<file path="src/rtl/top_core_arb_if.sv">
// ---------------------------------------------------------------------------
// top_core_arb_if
// Groups the requester-side and core-side handshake of the round-robin
// arbiter top_core_arb into one bundle. Signal names carry the direction as
// seen from the arbiter.
//   req_valid_i  [req_num_p]          per-requester data valid
//   req_data_i   [req_num_p*width_p]  requester n data at [n*width_p +: width_p]
//   req_ready_o  [req_num_p]          per-requester accept
//   core_valid_o / core_data_o        data towards the core
//   core_ready_i                      core accepts data
//   grant_o      [req_num_p]          one-hot current owner, zero when idle
//   busy_o                            high while a grant is held
// modport master : the arbiter side
// modport slave  : the requesters + core side (environment)
// ---------------------------------------------------------------------------
interface top_core_arb_if #(
   parameter int width_p   = 8,
   parameter int req_num_p = 4
);
   logic [req_num_p-1:0]         req_valid_i;
   logic [req_num_p*width_p-1:0] req_data_i;
   logic [req_num_p-1:0]         req_ready_o;
   logic                         core_valid_o;
   logic [width_p-1:0]           core_data_o;
   logic                         core_ready_i;
   logic [req_num_p-1:0]         grant_o;
   logic                         busy_o;

   modport master (
      input  req_valid_i,
      input  req_data_i,
      input  core_ready_i,
      output req_ready_o,
      output core_valid_o,
      output core_data_o,
      output grant_o,
      output busy_o
   );

   modport slave (
      output req_valid_i,
      output req_data_i,
      output core_ready_i,
      input  req_ready_o,
      input  core_valid_o,
      input  core_data_o,
      input  grant_o,
      input  busy_o
   );
endinterface

</file>
<file path="src/rtl/top_core_arb.sv">
// ---------------------------------------------------------------------------
// top_core_arb
// Round-robin arbiter that hands a single core data port to one of req_num_p
// requesters for bursts of up to burst_p transfers. Two-state FSM:
//   IDLE  : pick the first valid requester at or after ptr (wrapping), grant
//           it on the next edge.
//   GRANT : the owner's valid/data are routed to the core and the core's
//           ready back to the owner. Leaves at the next edge after the last
//           burst transfer, or as soon as the owner drops valid.
// Ports:
//   main_clk_i  clock, all state on rising edge
//   main_rst_i  synchronous active-high reset
//   bus         top_core_arb_if.master (requester + core handshake, grant, busy)
// ---------------------------------------------------------------------------
module top_core_arb #(
   parameter int width_p   = 8,
   parameter int req_num_p = 4,
   parameter int burst_p   = 4
) (
   input logic            main_clk_i,
   input logic            main_rst_i,
   top_core_arb_if.master bus
);

   localparam int idx_w_lp = (req_num_p > 1) ? $clog2(req_num_p) : 1;
   localparam int cnt_w_lp = $clog2(burst_p + 1);
   localparam logic [idx_w_lp-1:0] idx_last_lp = idx_w_lp'(req_num_p - 1);
   localparam logic [idx_w_lp:0]   idx_num_lp  = (idx_w_lp + 1)'(req_num_p);
   localparam logic [cnt_w_lp-1:0] cnt_last_lp = cnt_w_lp'(burst_p - 1);

   typedef enum logic [0:0] {
      ST_IDLE  = 1'b0,
      ST_GRANT = 1'b1
   } state_e;

   state_e                 state_q;
   logic [idx_w_lp-1:0]    gidx_q;
   logic [idx_w_lp-1:0]    ptr_q;
   logic [cnt_w_lp-1:0]    cnt_q;
   logic [req_num_p-1:0]   grant_q;
   logic                   busy_q;

   logic                   found_s;
   logic [idx_w_lp-1:0]    sel_idx_s;
   logic [req_num_p-1:0]   sel_onehot_s;
   logic                   core_valid_s;
   logic [width_p-1:0]     core_data_s;
   logic [req_num_p-1:0]   req_ready_s;
   logic                   xfer_s;
   logic                   exit_s;
   logic [idx_w_lp-1:0]    ptr_d;

   // Round-robin search: first valid requester at ptr, ptr+1, ... with wrap.
   always_comb begin
      logic [idx_w_lp:0] sum_v;
      logic [idx_w_lp-1:0] idx_v;
      found_s      = 1'b0;
      sel_idx_s    = '0;
      sel_onehot_s = '0;
      sum_v        = '0;
      idx_v        = '0;
      for (int k = 0; k < req_num_p; k++) begin
         sum_v = {1'b0, ptr_q} + (idx_w_lp + 1)'(k);
         // Explicit compare-and-subtract so non-power-of-two counts wrap right.
         if (sum_v >= idx_num_lp) begin
            sum_v = sum_v - idx_num_lp;
         end else begin
            sum_v = sum_v;
         end
         idx_v = sum_v[idx_w_lp-1:0];
         if (!found_s && bus.req_valid_i[idx_v]) begin
            found_s   = 1'b1;
            sel_idx_s = idx_v;
         end else begin
            found_s   = found_s;
         end
      end
      for (int n = 0; n < req_num_p; n++) begin
         sel_onehot_s[n] = (sel_idx_s == idx_w_lp'(n));
      end
   end

   // Owner mux: route the owner's valid/data to the core, core ready back.
   always_comb begin
      core_valid_s = 1'b0;
      core_data_s  = '0;
      req_ready_s  = '0;
      for (int n = 0; n < req_num_p; n++) begin
         if ((state_q == ST_GRANT) && (gidx_q == idx_w_lp'(n))) begin
            core_valid_s   = bus.req_valid_i[n];
            core_data_s    = bus.req_data_i[n*width_p +: width_p];
            req_ready_s[n] = bus.core_ready_i;
         end else begin
            req_ready_s[n] = 1'b0;
         end
      end
   end

   // Transfer / exit qualification and the pointer value used on exit.
   always_comb begin
      xfer_s = core_valid_s & bus.core_ready_i;
      // Owner dropping valid exits immediately; otherwise only the last
      // burst transfer ends the grant, so a stall never forces an exit.
      exit_s = (state_q == ST_GRANT) &&
               (!core_valid_s || (xfer_s && (cnt_q == cnt_last_lp)));
      if (gidx_q == idx_last_lp) begin
         ptr_d = '0;
      end else begin
         ptr_d = gidx_q + idx_w_lp'(1);
      end
   end

   assign bus.core_valid_o = core_valid_s;
   assign bus.core_data_o  = core_data_s;
   assign bus.req_ready_o  = req_ready_s;
   assign bus.grant_o      = grant_q;
   assign bus.busy_o       = busy_q;

   // Arbiter FSM with registered grant/busy; reset overrides everything.
   always_ff @(posedge main_clk_i) begin
      if (main_rst_i) begin
         state_q <= ST_IDLE;
         gidx_q  <= '0;
         ptr_q   <= '0;
         cnt_q   <= '0;
         grant_q <= '0;
         busy_q  <= 1'b0;
      end else begin
         case (state_q)
            ST_IDLE: begin
               if (found_s) begin
                  state_q <= ST_GRANT;
                  gidx_q  <= sel_idx_s;
                  cnt_q   <= '0;
                  grant_q <= sel_onehot_s;
                  busy_q  <= 1'b1;
               end
            end
            ST_GRANT: begin
               if (exit_s) begin
                  state_q <= ST_IDLE;
                  ptr_q   <= ptr_d;
                  cnt_q   <= '0;
                  grant_q <= '0;
                  busy_q  <= 1'b0;
               end else if (xfer_s) begin
                  cnt_q <= cnt_q + cnt_w_lp'(1);
               end
            end
            default: begin
               state_q <= ST_IDLE;
               cnt_q   <= '0;
               grant_q <= '0;
               busy_q  <= 1'b0;
            end
         endcase
      end
   end

endmodule

</file>
<file path="src/flat_wrapper.sv">
// flat-port wrapper written by rule: the top's interface ports become plain ports
module top_core_arb_flat 
#(
   parameter int width_p   = 8,
   parameter int req_num_p = 4,
   parameter int burst_p   = 4
)
  (main_clk_i, main_rst_i, bus_req_valid_i, bus_req_data_i, bus_core_ready_i, bus_req_ready_o, bus_core_valid_o, bus_core_data_o, bus_grant_o, bus_busy_o);
  top_core_arb_if #(.width_p(width_p), .req_num_p(req_num_p)) bus_i ();
  input logic main_clk_i;
  input logic main_rst_i;
  input wire logic [$bits(bus_i.req_valid_i)-1:0] bus_req_valid_i;
  input wire logic [$bits(bus_i.req_data_i)-1:0] bus_req_data_i;
  input wire logic [$bits(bus_i.core_ready_i)-1:0] bus_core_ready_i;
  output wire logic [$bits(bus_i.req_ready_o)-1:0] bus_req_ready_o;
  output wire logic [$bits(bus_i.core_valid_o)-1:0] bus_core_valid_o;
  output wire logic [$bits(bus_i.core_data_o)-1:0] bus_core_data_o;
  output wire logic [$bits(bus_i.grant_o)-1:0] bus_grant_o;
  output wire logic [$bits(bus_i.busy_o)-1:0] bus_busy_o;
  assign bus_i.req_valid_i = bus_req_valid_i;
  assign bus_i.req_data_i = bus_req_data_i;
  assign bus_i.core_ready_i = bus_core_ready_i;
  assign bus_req_ready_o = bus_i.req_ready_o;
  assign bus_core_valid_o = bus_i.core_valid_o;
  assign bus_core_data_o = bus_i.core_data_o;
  assign bus_grant_o = bus_i.grant_o;
  assign bus_busy_o = bus_i.busy_o;
  top_core_arb #(.width_p(width_p), .req_num_p(req_num_p), .burst_p(burst_p)) u_core (.main_clk_i(main_clk_i), .main_rst_i(main_rst_i), .bus(bus_i));
endmodule
</file>
<file path="config.mk">
export PLATFORM = sky130hd
export DESIGN_NAME = top_core_arb_flat
export DESIGN_NICKNAME = d
export VERILOG_FILES = /design/src/rtl/top_core_arb_if.sv /design/src/rtl/top_core_arb.sv /design/src/flat_wrapper.sv
export SDC_FILE = /design/constraint.sdc
export NUM_CORES = 1
export LEC_CHECK = 0
export BUFFER_PORTS_ARGS = -buffer_cell sky130_fd_sc_hd__clkbuf_2
export CORE_AREA = 2 2 71 73
export CTS_BUF_LIST = sky130_fd_sc_hd__clkbuf_16
export DETAILED_ROUTE_END_ITERATION = 10
export DIE_AREA = 0 0 73 75
export SLEW_MARGIN = 20
export SYNTH_ARGS = -nofsm -noshare
export SYNTH_HDL_FRONTEND = slang
export SYNTH_SLANG_ARGS = --single-unit
</file>
<file path="constraint.sdc">
create_clock -name main_clk_i -period 1.96 [get_ports main_clk_i]
set_clock_uncertainty 0.2 [all_clocks]
set_input_delay 0.196 -clock main_clk_i [delete_from_list [all_inputs] [get_ports main_clk_i]]
set_output_delay 0.196 -clock main_clk_i [all_outputs]
set_load 0.02 [all_outputs]
</file>
==> impl_metrics.tcl <==
set metrics [dict create \
    rows 25 \
    root_buffer "clkbuf_16" \
    setup_violations 8 \
    synthTopCellsByArea "dfxtp_1 23%, a211o_1 6.9%, ha_1 6.6%" \
    grt_pass1_vias 1319 \
    synth_edf_count 0 \
    drtPass1Iterations 4 \
    endpoint_kind "output port" \
    worstPathMaxFanout 5 \
    drtAntennaViolNets 0 \
    initial_core_util 0.244 \
    tightestPinTransition_ns 0.409 \
    final_cell_mix "47 x clkbuf_2, 14 x buf_4, 12 x inv_1, 12 x nand2_1, 11 x dfxtp_1" \
    synth_cells 148 \
    antenna_found_initial 0 \
    synthesis.nets 193 \
    irDropWorstVdd_mv 0.396 \
    hold_viol 0 \
    p_comb_frac 0.445 \
    status "finished with violations" \
    coreArea_mm2 0.00466 \
    finalWirelength_um 3480 \
    power_switching_w 0.000400 \
    fp.dieArea_mm2 0.00548 \
    syn_area_per_cell_um2 7.68 \
    power.share.switching 0.323 \
    layout.nets 265 \
    async_reset_ff_frac 0 \
    p_leak_nw 0.908 \
    synth_top_cell_by_area "dfxtp_1" \
    p_seq_frac 0.249 \
    final_common_cell "clkbuf_2" \
    multiInputGateArea_um2 980 \
    clock_sinks 13 \
    overflow 0 \
    clk_path_buf_depth 2 \
    cp.arrival_ns 1.67 \
    vias 1348 \
    seqCellArea_um2 265 \
    rsz0062_at_grt "true" \
    clk_pin_slew_ns 0.04 \
    powerDensity_mw_per_mm2 625 \
    grt_util_all_layers 0.127 \
    hold_class "input pin to register" \
    failed_checks "setup timing" \
    die_x_um 73 \
    drt_iter0_markers 43 \
    drv_slew 0 \
    dp_hpwl_um 2640 \
    required_ns 1.56 \
    area_growth_pct 74.3 \
    cts_tree "built" \
    port_buffers 56 \
    crit_type "register to output port" \
    clock_latency_ns 0.24 \
    drc 0 \
    fin_ws_ns -0.104 \
    p_total_w 0.00124 \
    grt_pass1_wl_um 5610 \
    relSlewSlack 0.727 \
    vias_per_cell 4.94 \
    cts_buffers 3 \
    wl_per_cell_um 12.8 \
    seq_area_frac_synth 0.229 \
    syn_area_mm2 0.00114 \
    antenna_cells_inserted 0 \
    cts_max_level 1 \
    post-route-period-util 1.05 \
    ys_seq_elements 13 \
    ios 57 \
    synth.top_cell.area_share 0.229 \
    dp_slack_ns -0.0681 \
    fmax_mhz 484 \
    synthFlopType "dfxtp_1" \
    grt_max_degree 24 \
    drive_gt1_frac 0.539 \
    yosys_warnings 0 \
    gp_congestion 0.826 \
    num-fill-cells 473 \
    ys_types 39 \
    maxCapViolCount 0 \
    power_frac_clock 0.306 \
    fp.dieH_um 75 \
    startpoint_type "register" \
    period_minus_slack_ns 2.06 \
    p_int_w 0.000838 \
]
-- final timing paths --
path | slack, ns | depth (start not counted) | endpoint | from
hold / removal | 0.21 | 2 | u_core.gidx_q[0] | main_rst_i
setup reg to reg | 0.06 | 7 | u_core.ptr_q[0] | u_core.gidx_q[1]
hold reg to reg | 0.29 | 2 | u_core.bus.busy_o | u_core.bus.busy_o
setup / recovery | -0.10 | 7 | bus_core_data_o[5] | u_core.gidx_q[0]
-- kinds of logic (layout without fill, tap and decap cells) --
family                   Yosys count  in the layout  synth area share
AO/OA/AOI/OAI                     53             53             0.352
AND/OR/NAND/NOR                   51             51             0.254
buffers and inverters             23             94            0.0803
flip-flops                        13             13             0.229
adder cells (fa/ha/maj)            6              6            0.0660
multiplexers                       2              2            0.0187
-- cells in the mapped netlist (2+ instances only) --
cell type	instances
a21oi_1	13
dfxtp_1	13
inv_1	13
nand2_1	12
nor2b_1	12
a211o_1	9
a221oi_1	8
ha_1	6
nand2b_1	5
nand3b_1	5
o21ai_0	5
and3_1	4
clkbuf_1	4
o32ai_1	4
buf_2	3
nand3_1	3
nor2_1	3
o21a_1	2
o31ai_1	2
o41ai_1	2
or2_2	2
-- sequential cells by signal, summed over array words and instances (netlist names) --
| name | flops |
|---|---|
| u_core.ptr_q | 2 |
| u_core.cnt_q | 3 |
| u_core.state_q | 1 |
| u_core.gidx_q | 2 |
| u_core.bus.busy_o | 1 |
| u_core.bus.grant_o | 4 |
-- layout make-up --
type                       count  share of cell area
multi-input combinational    112               0.494
timing repair buffer          76               0.269
sequential                    13               0.134
clock buffer                   3              0.0379
tap                           54              0.0341
inverter                      14              0.0290
clock inverter                 1             0.00189
-- per-stage QoR --
step	utilization	hold slack (ns)	instances	cell area, um^2	setup TNS (ns)
after floorplan	-	0.178	148	1180	-0.0149
after global placement	0.350	0.277	268	1630	-0.186
after detailed placement	0.350	0.278	268	1630	-0.319
after CTS	0.415	0.196	272	1940	-0.658
after global routing	0.425	0.257	273	1980	-1.30
final	0.425	0.206	273	1980	-0.692
-- critical path: stages, from the launching register on --
cell and delay [ns]:
dfxtp_4 0.38, ha_4 0.18, buf_6 0.13, buf_6 0.11, a221oi_2 0.06, a211o_1 0.28
a21oi_2 0.14, clkbuf_8 0.15
-- power by group through the flow --
stage | clock (W) | sequential [W] | combinational, W
CTS | 0.000385 | 0.000309 | 0.000535
global route | 0.000396 | 0.000312 | 0.000598
global placement | 0 | 0.000308 | 0.000452
detailed placement | 0 | 0.000308 | 0.000451
finish | 0.000378 | 0.000309 | 0.000551
floorplan | 0 | 0.000316 | 0.000280
-- metal layers --
metal	global-route usage	vias up	wire length [um]
met5	0	-	0
met3	0.0201	4	292
li1	-	692	-
met4	0.0432	0	33
met1	0.156	595	1610
met2	0.226	57	1550
-- repair_timing --
item / 4_1_cts / 5_1_grt
resized for setup: 50 / 10
cloned: 0 / 0
pin swaps: 21 / 6
endpoints found under the setup margin: 12 / 13
buffers inserted: 0 / 1
hold buffers: 0 / 0
hold endpoints to repair: 0 / 0
Note: power is estimated with default switching activity, not from simulation.
